--- config.mk ---
export PLATFORM = sky130hd
export DESIGN_NAME = ras_op_scheduler
export DESIGN_NICKNAME = d
export VERILOG_FILES = /design/src/rtl/ras_op_scheduler.sv
export SDC_FILE = /design/constraint.sdc
export NUM_CORES = 1
export LEC_CHECK = 0
export CORE_MARGIN = 2
export CORE_UTILIZATION = 50
export DETAILED_ROUTE_END_ITERATION = 10
export DONT_BUFFER_PORTS = 1
export PLACE_DENSITY = 0.68
export SYNTH_ARGS = -nofsm -noshare
export SYNTH_HDL_FRONTEND = slang
export SYNTH_SLANG_ARGS = --single-unit
--- constraint.sdc ---
create_clock -name clk -period 4.1 [get_ports clk]
set_input_delay 0.41 -clock clk [delete_from_list [all_inputs] [get_ports clk]]
set_output_delay 0.41 -clock clk [all_outputs]
set_load 0.005 [all_outputs]
--- src/rtl/ras_op_scheduler.sv ---
`default_nettype none
// ============================================================================
// Module      : ras_op_scheduler
// Description : Serialises return-address-stack operations from the 2-wide
//               fetch/predecode stage into the single-op-per-cycle RAS port.
//               Up to two push/pop requests per cycle are buffered in an
//               in-order FIFO. One entry is issued per cycle as registered
//               push/pop/addr. Hold freezes issue, and flush discards all
//               queued and incoming ops. A registered stall-event pulse is
//               provided for the CSR performance counters.
// Ports       : clk, rst                  clock, async active-high reset
//               fetch_sched_valid/push/pop per-lane op (lane 0 is older)
//               fetch_sched_addr          per-lane push address, lane 0 low
//               sched_fetch_ready         both lanes can be accepted
//               sched_ras_hold            RAS cannot take an op
//               sched_flush               redirect, drop everything
//               sched_ras_push/pop/addr   registered RAS op
//               sched_occupancy           current FIFO entry count
//               sched_csrf_stall_add      registered stall-event pulse
// Revision    : 1.0 - initial release
// ============================================================================
module ras_op_scheduler #(
    parameter int FIFO_DEPTH = 4,
    parameter int ADDR_WIDTH = 32
) (
    input  logic                        clk,
    input  logic                        rst,
    input  logic [1:0]                  fetch_sched_valid,
    input  logic [1:0]                  fetch_sched_push,
    input  logic [1:0]                  fetch_sched_pop,
    input  logic [2*ADDR_WIDTH-1:0]     fetch_sched_addr,
    output logic                        sched_fetch_ready,
    input  logic                        sched_ras_hold,
    input  logic                        sched_flush,
    output logic                        sched_ras_push,
    output logic                        sched_ras_pop,
    output logic [ADDR_WIDTH-1:0]       sched_ras_addr,
    output logic [$clog2(FIFO_DEPTH):0] sched_occupancy,
    output logic                        sched_csrf_stall_add
);

    localparam int c_PTR_W = $clog2(FIFO_DEPTH);
    localparam int c_CNT_W = c_PTR_W + 1;

    // FIFO storage. The contents need no reset because the pointers and
    // count alone decide what is valid.
    logic                  r_mem_push [FIFO_DEPTH];
    logic                  r_mem_pop  [FIFO_DEPTH];
    logic [ADDR_WIDTH-1:0] r_mem_addr [FIFO_DEPTH];

    logic [c_PTR_W-1:0]    r_head;
    logic [c_PTR_W-1:0]    r_tail;
    logic [c_CNT_W-1:0]    r_count;

    logic                  w_lane0_q;
    logic                  w_lane1_q;
    logic                  w_enq_ok;
    logic                  w_deq;
    logic [1:0]            w_enq_n;
    logic [c_PTR_W-1:0]    w_lane1_slot;
    logic [ADDR_WIDTH-1:0] w_addr0;
    logic [ADDR_WIDTH-1:0] w_addr1;

    assign w_addr0 = fetch_sched_addr[ADDR_WIDTH-1:0];
    assign w_addr1 = fetch_sched_addr[2*ADDR_WIDTH-1:ADDR_WIDTH];

    // A lane carries a real op only if it asks for a push, a pop or both.
    assign w_lane0_q = fetch_sched_valid[0] & (fetch_sched_push[0] | fetch_sched_pop[0]);
    assign w_lane1_q = fetch_sched_valid[1] & (fetch_sched_push[1] | fetch_sched_pop[1]);

    // Ready depends only on the registered count, so fetch never sees a
    // combinational path from its own valids.
    assign sched_fetch_ready = (r_count <= c_CNT_W'(FIFO_DEPTH - 2));

    assign w_enq_ok = sched_fetch_ready & ~sched_flush;
    assign w_enq_n  = w_enq_ok ? (2'(w_lane0_q) + 2'(w_lane1_q)) : 2'd0;
    assign w_deq    = (r_count != '0) & ~sched_ras_hold & ~sched_flush;

    // When lane 0 is empty, lane 1 takes the tail slot itself.
    assign w_lane1_slot = w_lane0_q ? (r_tail + c_PTR_W'(1)) : r_tail;

    assign sched_occupancy = r_count;

    always_ff @(posedge clk) begin
        if (w_enq_ok && w_lane0_q) begin
            r_mem_push[r_tail] <= fetch_sched_push[0];
            r_mem_pop[r_tail]  <= fetch_sched_pop[0];
            r_mem_addr[r_tail] <= w_addr0;
        end
        if (w_enq_ok && w_lane1_q) begin
            r_mem_push[w_lane1_slot] <= fetch_sched_push[1];
            r_mem_pop[w_lane1_slot]  <= fetch_sched_pop[1];
            r_mem_addr[w_lane1_slot] <= w_addr1;
        end
    end

    always_ff @(posedge clk or posedge rst) begin
        if (rst) begin
            r_head               <= '0;
            r_tail               <= '0;
            r_count              <= '0;
            sched_ras_push       <= 1'b0;
            sched_ras_pop        <= 1'b0;
            sched_ras_addr       <= '0;
            sched_csrf_stall_add <= 1'b0;
        end else begin
            sched_csrf_stall_add <= (|fetch_sched_valid) & ~sched_fetch_ready & ~sched_flush;

            if (sched_flush) begin
                // Discard everything: queue emptied, any issue suppressed.
                r_head         <= r_tail;
                r_count        <= '0;
                sched_ras_push <= 1'b0;
                sched_ras_pop  <= 1'b0;
                sched_ras_addr <= '0;
            end else begin
                r_tail  <= r_tail + c_PTR_W'(w_enq_n);
                r_count <= r_count + c_CNT_W'(w_enq_n) - c_CNT_W'(w_deq);
                if (w_deq) begin
                    r_head         <= r_head + c_PTR_W'(1);
                    sched_ras_push <= r_mem_push[r_head];
                    sched_ras_pop  <= r_mem_pop[r_head];
                    sched_ras_addr <= r_mem_addr[r_head];
                end else begin
                    sched_ras_push <= 1'b0;
                    sched_ras_pop  <= 1'b0;
                    sched_ras_addr <= '0;
                end
            end
        end
    end

endmodule
`default_nettype wire

==> impl_metrics.json, run 1 <==
{
  "fp.dieH_um": 133,
  "htree_levels": 4,
  "hold_class": "in -> reg",
  "whs_ps": 53.5,
  "arrival_ps": 3250,
  "fin_tns_setup_ps": 0,
  "instances_no_fill": 717,
  "fmax_mhz": 325,
  "pwr-share-clk": 0.293,
  "antenna_found_initial": 0,
  "p_seq_frac": 0.485,
  "cts-root-buf": "clkbuf_16",
  "pin_count": 113,
  "intPower_mw": 3.76,
  "cts_resized": 0,
  "numCtsBuffers": 17,
  "place_area_um2": 8600,
  "power_frac_comb": 0.222,
  "design_area_um2": 9150,
  "routed_wl_um": 17100,
  "synth_top_area_frac": 0.488,
  "dieArea_um2": 17800,
  "grt_overflow": 0,
  "synth.most_common_cell": "edfxtp_1",
  "die_w_um": 133,
  "r2r_slack_ps": 1020,
  "cts_tree": "built",
  "irDropWorstVdd_mv": 0.301,
  "synth_commonest_cells": "edfxtp_1 (136), mux2_2 (117), dfrtp_1 (42)",
  "grt_max_degree": 43,
  "antenna_cells": 0,
  "grt_pass1_wl_um": 26500,
  "yosys.area.top_type": "edfxtp_1",
  "core_area_um2": 16500,
  "crit_type": "reg -> reg",
  "cts_buffer_depth": 2,
  "startpoint_type": "flop",
  "synthCells": 482,
  "postCtsHoldBufs": 0,
  "worst_slack_ps": 1020,
  "place_congestion": 0.862,
  "drv_cap": 0,
  "status": "finished clean",
  "layout.nets": 569,
  "p_sw_mw": 1.41,
  "rr_worst_depth": 6,
  "cts.sinks": 178,
  "critPathCaptureType": "flop",
  "area.growth.synth_to_final_pct": 9.33,
  "hold_viol": 0,
  "synth_warnings": 0,
  "drive_gt1_frac": 0.419,
  "finalMaxSlewViolations": 0,
  "wire_per_inst_um": 23.9,
  "syn_nets": 566,
  "initial_utilization": 0.508,
  "placed_cells": 686,
  "critPathRequiredTime_ps": 4270,
  "preCtsSetupSlack_ps": 990,
  "layout_worst_path_cycle_share": 0.751,
  "track_usage": 0.202,
  "setup_viol": 0,
  "vias_per_cell": 5.84,
  "p_total_mw": 5.17,
  "synth_edf_count": 136,
  "rows": 47,
  "drt_iter0_drc": 154,
  "power_leakage_nw": 3.15,
  "route.detailed.drc": 0,
  "fin_util": 0.556,
  "synth_area_um2": 8370,
  "grt_pass1_vias": 4586,
  "worst_slew_pin_slew_ps": 1080,
  "grt_setup_unrepaired": "false",
  "io_buffers": 0,
  "avgSynthCellArea_um2": 17.4,
  "cp_max_fo": 34,
  "dp_hpwl_um": 10500,
  "cts_setup_buffers": 0,
  "synth-seq-cells": 178,
  "dr.pass1.iters": 4,
  "clk_pin_slew_worst_paths_ps": 60,
  "timing.rr.end": "r_mem_addr[3][21]$_DFFE_PP_",
  "swShare": 0.273,
  "async_reset_ff_frac": 0.236,
  "worstSetupEndpoint": "r_mem_addr[3][21]$_DFFE_PP_",
  "synth-seq-area-share": 0.614,
  "vias": 4190,
  "ys_top_cells_by_area": "edfxtp_1 (49%), mux2_2 (16%), dfrtp_1 (13%), mux4_2 (9.2%), nor2b_1 (2.6%)",
  "startpoint": "r_tail[0]$_DFFE_PP0N_",
  "r2r-start": "r_tail[0]$_DFFE_PP0N_",
  "synth_cell_types": 35,
  "slew_headroom": 0.277,
  "p_per_area_nw_per_um2": 566,
  "fin_crit_ps": 3080,
  "clk_latency_ps": 420,
  "ant_nets": 0,
  "clock-skew-final_ps": 9.71,
  "ys.flop_type": "edfxtp_1"
}
-- kinds of logic (layout without fill, tap and decap cells) --
| logic type | Yosys count | in the layout | synth area share |
|---|---|---|---|
| xor+xnor | 5 | 5 | 0.00523 |
| buf+inv | 37 | 52 | 0.0281 |
| simple gates | 61 | 61 | 0.0428 |
| mux | 170 | 170 | 0.275 |
| flops | 178 | 178 | 0.614 |
| fa+ha+maj | 10 | 10 | 0.0159 |
| compound gates | 21 | 21 | 0.0197 |
-- flip-flops by register name, indices dropped and copies added (netlist names) --
signal                cells
sched_ras_pop             1
r_mem_push                4
r_tail                    2
sched_csrf_stall_add      1
sched_ras_push            1
sched_ras_addr           32
sched_occupancy           3
r_head                    2
r_mem_addr              128
r_mem_pop                 4
-- power groups by stage --
stage,clock network (mW),logic [mW],registers (mW)
4_1_cts,1.54,1.17,2.52
6_report,1.52,1.15,2.51
5_1_grt,1.60,1.25,2.55
3_5_place_dp,0,1.16,2.55
2_1_floorplan,0,1.03,2.38
3_3_place_gp,0,1.15,2.54
-- worst max-delay path: stages, from the launching register on --
cell and delay, ps:
dfrtp_1 520, inv_2 110, ha_1 330, o211ai_1 120, o22ai_1 240, nand3_2 850
mux2_1 650
-- placed cells by master, fill, tap and decap left out, types with 3 or more instances in the layout --
cell       synthesis  layout
nor2_1             6       4
ha_1               9       9
clkinv_2           0       3
inv_1              9       8
mux2_1            19      19
clkbuf_1           9       3
a21oi_4            2       4
edfxtp_1         136     136
mux4_2            34      34
buf_4              0       7
o21ai_0            4       4
mux2_2           117     117
dfrtp_1           42      40
buf_12             0       3
inv_2              2       3
nor2b_1           35      35
nand2_1            7       7
clkbuf_16          0      17
xnor2_1            5       5
-- routing by layer --
metal	global-route usage	share of wire	up-vias	wire length (µm)
li1	-	-	1870	-
met1	0.246	0.40	2182	6890
met2	0.344	0.51	119	8770
met3	0.0670	0.070	19	1190
met4	0.0609	0.015	0	265
met5	0	0	-	0
-- how the worst min path moves through the flow --
stage | slack (ps) | startpoint | cells past startpoint | endpoint
3_3_place_gp | 480 | sched_flush | 1 | sched_occupancy[2]$_DFF_PP0_
5_1_grt | 40 | sched_flush | 1 | sched_occupancy[0]$_DFF_PP0_
4_1_cts | 30 | sched_flush | 1 | sched_occupancy[2]$_DFF_PP0_
2_1_floorplan | 540 | r_tail[1]$_DFFE_PP0N_ | 2 | r_head[1]$_DFFE_PP0P_
6_report | 50 | sched_flush | 1 | sched_occupancy[2]$_DFF_PP0_
3_5_place_dp | 480 | sched_flush | 1 | sched_occupancy[2]$_DFF_PP0_
-- area by class of cell --
type / count / area (µm²)
inverters: 11 / 41.3
multi-input cells: 267 / 3040
flip-flops and latches: 178 / 5140
well taps: 220 / 275
repair buffers: 10 / 113
clock inverters: 9 / 81.3
clock buffers: 22 / 464
fillers: 1300 / 7320
(Power assumes the default switching activity.)
==> inputs of run 2 (changes only) <==
--- a/config.mk
+++ b/config.mk
@@ -9,7 +9,7 @@
 export CORE_UTILIZATION = 50
 export DETAILED_ROUTE_END_ITERATION = 10
 export DONT_BUFFER_PORTS = 1
-export PLACE_DENSITY = 0.68
+export PLACE_DENSITY = 0.71
 export SYNTH_ARGS = -nofsm -noshare
 export SYNTH_HDL_FRONTEND = slang
 export SYNTH_SLANG_ARGS = --single-unit
==> constraint.sdc (replaced) <==
create_clock -name clk -period 2.8 [get_ports clk]
set_input_delay 0.28 -clock clk [delete_from_list [all_inputs] [get_ports clk]]
set_output_delay 0.28 -clock clk [all_outputs]
set_load 0.005 [all_outputs]
==> impl_metrics.json, run 2 (synthesized netlist as in run 1, its figures left out) <==
{
  "power_frac_comb": 0.243,
  "die_w_um": 133,
  "critPathCaptureType": "flop",
  "irDropWorstVdd_mv": 0.619,
  "pin_count": 113,
  "setup_viol": 0,
  "clk_pin_slew_worst_paths_ps": 60,
  "startpoint_type": "flop",
  "power_leakage_nw": 3.25,
  "intPower_mw": 5.75,
  "dieArea_um2": 17800,
  "crit_chain": "inv_2 -> ha_1 -> or3_1 -> a21oi_4 -> buf_12 -> mux2_2",
  "hold_class": "in -> reg",
  "slew_headroom": 0.328,
  "dr.pass1.iters": 4,
  "grt_max_degree": 43,
  "wire_per_inst_um": 23.5,
  "worst_path_max_delay_cell": "dfrtp_1",
  "grt_overflow": 0,
  "largest-register": "r_mem_addr",
  "routed_wl_um": 17200,
  "layout_worst_path_cycle_share": 0.875,
  "finalMaxSlewViolations": 0,
  "swShare": 0.269,
  "drv_cap": 0,
  "vias": 4261,
  "critical_path.top_delay_family": "flip-flops",
  "p_total_mw": 7.87,
  "reg_top3": "r_mem_addr x128, sched_ras_addr x32",
  "postCtsHoldBufs": 3,
  "cp_max_fo": 17,
  "rows": 47,
  "cts_tree": "built",
  "clock-skew-final_ps": 8.94,
  "cpPeakStageDelay_ps": 510,
  "htree_levels": 4,
  "fp.dieH_um": 133,
  "place_congestion": 0.796,
  "grt_pass1_vias": 4718,
  "fmax_mhz": 408,
  "cts_resized": 0,
  "drive_gt1_frac": 0.434,
  "track_usage": 0.204,
  "vias_per_cell": 5.82,
  "core_area_um2": 16500,
  "arrival_ps": 2630,
  "pwr-share-clk": 0.310,
  "antenna_cells": 0,
  "grt_pass1_wl_um": 26400,
  "final_common_cell": "edfxtp_1",
  "cts.sinks": 178,
  "p_seq_frac": 0.447,
  "worst_slew_pin_slew_ps": 1010,
  "layout.nets": 583,
  "dp_hpwl_um": 10800,
  "ant_nets": 0,
  "clk_latency_ps": 430,
  "fin_tns_setup_ps": 0,
  "crit_type": "reg -> reg",
  "largest_reg_flops": 128,
  "route.detailed.drc": 0,
  "fin_crit_ps": 2450,
  "p_sw_mw": 2.12,
  "cts-root-buf": "clkbuf_16",
  "crit_buf_inv": 2,
  "status": "finished clean",
  "numCtsBuffers": 17,
  "area.growth.synth_to_final_pct": 11.9,
  "hold_viol": 0,
  "cts_buffer_depth": 2,
  "drt_iter0_drc": 164,
  "final_cell_mix": "edfxtp_1 (136), mux2_2 (117), dfrtp_1 (40)",
  "critPathRequiredTime_ps": 2980,
  "fin_util": 0.569,
  "initial_utilization": 0.508,
  "p_per_area_nw_per_um2": 841,
  "grt_setup_unrepaired": "false",
  "io_buffers": 0,
  "cts_setup_buffers": 0,
  "antenna_found_initial": 0
}
[run 2: final timing paths]
check	from	end	slack [ps]	depth (start not counted)
hold reg to reg	r_tail[1]$_DFFE_PP0N_	r_head[1]$_DFFE_PP0P_	650	2
max in group asynchronous	rst	r_head[1]$_DFFE_PP0P_	1550	2
hold / removal	fetch_sched_valid[0]	sched_csrf_stall_add$_DFF_PP0_	20	2
min in group asynchronous	rst	sched_ras_addr[31]$_DFF_PP0_	550	2
setup reg to reg	r_tail[0]$_DFFE_PP0N_	r_mem_addr[1][4]$_DFFE_PP_	350	6
setup / recovery	r_tail[0]$_DFFE_PP0N_	r_mem_addr[1][4]$_DFFE_PP_	350	6
[run 2: layout make-up]
type,count,area (µm²)
clock inverter,12,154
fill,1337,7100
tap,220,275
timing repair buffer,24,263
sequential,178,5140
inverter,11,41.3
clock buffer,20,457
multi-input combinational,267,3040
[run 2: through the flow]
stage / hold slack [ps] / instances / worst slack (ps) / instance area (µm²)
detailed placement: 349 / 697 / 364 / 8720
finish: 21.4 / 732 / 349 / 9360
floorplan: 437 / 482 / 214 / 8390
global route: 16.1 / 732 / 261 / 9360
global placement: 348 / 697 / 416 / 8720
CTS: 2.74 / 732 / 353 / 9360
[run 2: metal layers]
layer  vias to the layer above  part of all wire  track usage
met3                        28             0.060       0.0590
li1                       1900                 -            -
met4                         0             0.020       0.0798
met1                      2225              0.38        0.224
met5                         -                 0            0
met2                       108              0.54        0.371
[run 2: power by group through the flow]
stage / sequential [mW] / combinational, mW / clock [mW]
final: 3.52 / 1.91 / 2.44
after global placement: 3.56 / 1.91 / 0
after floorplan: 3.48 / 1.52 / 0
after detailed placement: 3.58 / 1.94 / 0
after global routing: 3.55 / 2.08 / 2.59
after CTS: 3.52 / 1.96 / 2.49
==> edit (config.mk and constraints of run 2) <==
`ADDR_WIDTH`: 32 -> 64.
--- a/src/rtl/ras_op_scheduler.sv
+++ b/src/rtl/ras_op_scheduler.sv
@@ -21,7 +21,7 @@
 // ============================================================================
 module ras_op_scheduler #(
     parameter int FIFO_DEPTH = 4,
-    parameter int ADDR_WIDTH = 32
+    parameter int ADDR_WIDTH = 64
 ) (
     input  logic                        clk,
     input  logic                        rst,
Interface: changed (resized fetch_sched_addr and sched_ras_addr); port bits go from 113 to 209. The function was not compared with the original's and may differ.
==> edit against run 2 <==
Setup slack got worse by 0.024 ns. Area after synthesis increased by 85%. Total power increased by 91%. First-iteration DRC count increased to 3.3 times the old value. Largest cell class unchanged. Wire length increased by 99%. Sequential cell count increased by 160. Cell count increased by 95%. Final area increased by 100%. Non-clock buffer count increased by 134.
==> edit: results (changes against run 2) <==
routability cong. 0.751 (was 0.796); status complete, no violations (unchanged); first-pass GRT wire length 53.9 mm (was 26.4 mm); vias in the first global route 9013 (was 4718); routed length per instance 24.0 µm (was 23.5 µm); FILL cells 2159 (was 1337); post-synthesis async set-or-reset flop share 21.9% (was 23.6%); Peak VDD IR 0.654 mV (was 0.619 mV); Post-synth EDFFs 264 (was 136); Synth cell types 29 (was 35); largest net degree at the start of global routing 69 (was 43); drt pass-1 iters 4 (unchanged); CTS Buf Count 38 (was 17); commonest cells in the netlist edfxtp_1 (264), mux2_2 (206), dfrtp_1 (74), and2_1 (66), mux4_2 (66) (was edfxtp_1 (136), mux2_2 (117), dfrtp_1 (42), nor2b_1 (35), mux4_2 (34)); Slew HR 49.2% (was 32.8%); Leakage Power 6.72 nW (was 3.25 nW); synthesized area 0.0154 mm² (was 0.00837 mm²); DP HPWL 18.9 mm (was 10.8 mm); Worst Skew 0.0158 ns (was 0.00894 ns); Largest register FFs 256 (was 128); CTS Buffer Depth 3 (was 2); share of cells above drive strength 1 35.1% (was 43.4%); Post-Synthesis Net Count 1004 (was 566); net switching power 3.95 mW (was 2.12 mW); nets 1151 (was 583); clock-pin slew on the worst setup and hold paths 0.06 ns (about the same); Critical Path AT 2.72 ns (was 2.63 ns); clk_lat worst skew 0.52 ns (was 0.43 ns); DR vias 8199 (was 4261); Tot GR Track Use 21.6% (was 20.4%); DR iter-0 viols 535 (was 164); Largest regs r_mem_addr x256, sched_ras_addr x64 (was r_mem_addr x128, sched_ras_addr x32); largest cells by area after synthesis edfxtp_1 (51%), mux2_2 (15%), dfrtp_1 (12%) (was edfxtp_1 (49%), mux2_2 (16%), dfrtp_1 (13%)); sequential element share of the synthesized area 63.3% (was 61.4%)
## edit: cell types whose count changed in the layout (fill, tap and decap cells not counted), moves of 32 or more
cell	before	now
edfxtp_1	136	264
mux2_1	19	58
dlygate4sd3_1	3	136
mux2_2	117	206
nor2b_1	35	1
mux4_2	34	66
and2_1	0	66
dfrtp_1	40	72
## edit: logic make-up (layout without fill, tap and decap cells)
group	Yosys count	in the layout	synth area share, %
AND/OR/NAND/NOR	98	98	3.64
XOR/XNOR	5	5	0.284
multiplexers	330	330	28.9
adder cells (fa/ha/maj)	10	10	0.859
flip-flops	338	338	63.3
AO/OA/AOI/OAI	14	14	0.664
buffers and inverters	61	238	2.36
## edit: cell type report
| type | instances | share of cell area, % |
|---|---|---|
| Inverter | 10 | 0.214 |
| Clock buffer | 60 | 6.03 |
| Clock inverter | 10 | 0.716 |
| Tap cell | 396 | 2.65 |
| Sequential cell | 338 | 52.4 |
| Timing Repair Buffer | 158 | 9.31 |
| Multi-Input combinational cell | 457 | 28.7 |
## edit: stage by stage
step	utilization, %	setup slack (ns)	instances	cell area, µm²	total power, mW
detailed placement	52.7	0.359	1223	16100	10.0
global route	61.3	0.153	1429	18700	15.7
global placement	52.7	0.378	1223	16100	9.98
floorplan	-	0.0459	856	15500	9.08
CTS	61.3	0.327	1429	18700	15.2
finish	61.3	0.325	1429	18700	15.1
## edit: what timing repair did
action	in CTS	in global routing
gates resized for setup	0	0
hold endpoints to repair	309	0
buffers inserted	0	0
hold buffers	136	0
## edit: path summary, 6_finish.rpt
check	cells past startpoint	to	from	slack (ns)
max in group asynchronous	3	sched_ras_addr[60]	rst	1.73
min	3	r_head[1]	sched_ras_hold	0.02
max reg2reg	6	r_mem_addr[2][27]	r_tail[0]	0.33
min reg2reg	2	r_head[1]	r_tail[1]	0.64
max	6	r_mem_addr[2][27]	r_tail[0]	0.33
min in group asynchronous	2	sched_ras_addr[30]	rst	0.34
## edit: worst register-to-register path: stages, from the launching register on
cell     delay, ns
dfrtp_1       0.50
inv_1         0.17
ha_1          0.36
and3_1        0.19
o21ai_4       0.26
buf_12        0.31
mux2_2        0.42
## edit: layer usage
layer	wire (µm)	track usage [%]	up-vias
met5	0	0	-
li1	-	-	3640
met2	17600	37.0	276
met3	2130	4.38	41
met1	14000	28.5	4242
met4	516	5.30	0
## edit: power groups by stage
stage / Clock, mW / Combinational (mW) / Sequential [mW]
2_1_floorplan: 0 / 2.49 / 6.59
3_3_place_gp: 0 / 3.20 / 6.78
3_5_place_dp: 0 / 3.21 / 6.80
4_1_cts: 5.08 / 3.46 / 6.70
5_1_grt: 5.29 / 3.68 / 6.75
6_report: 4.98 / 3.38 / 6.69
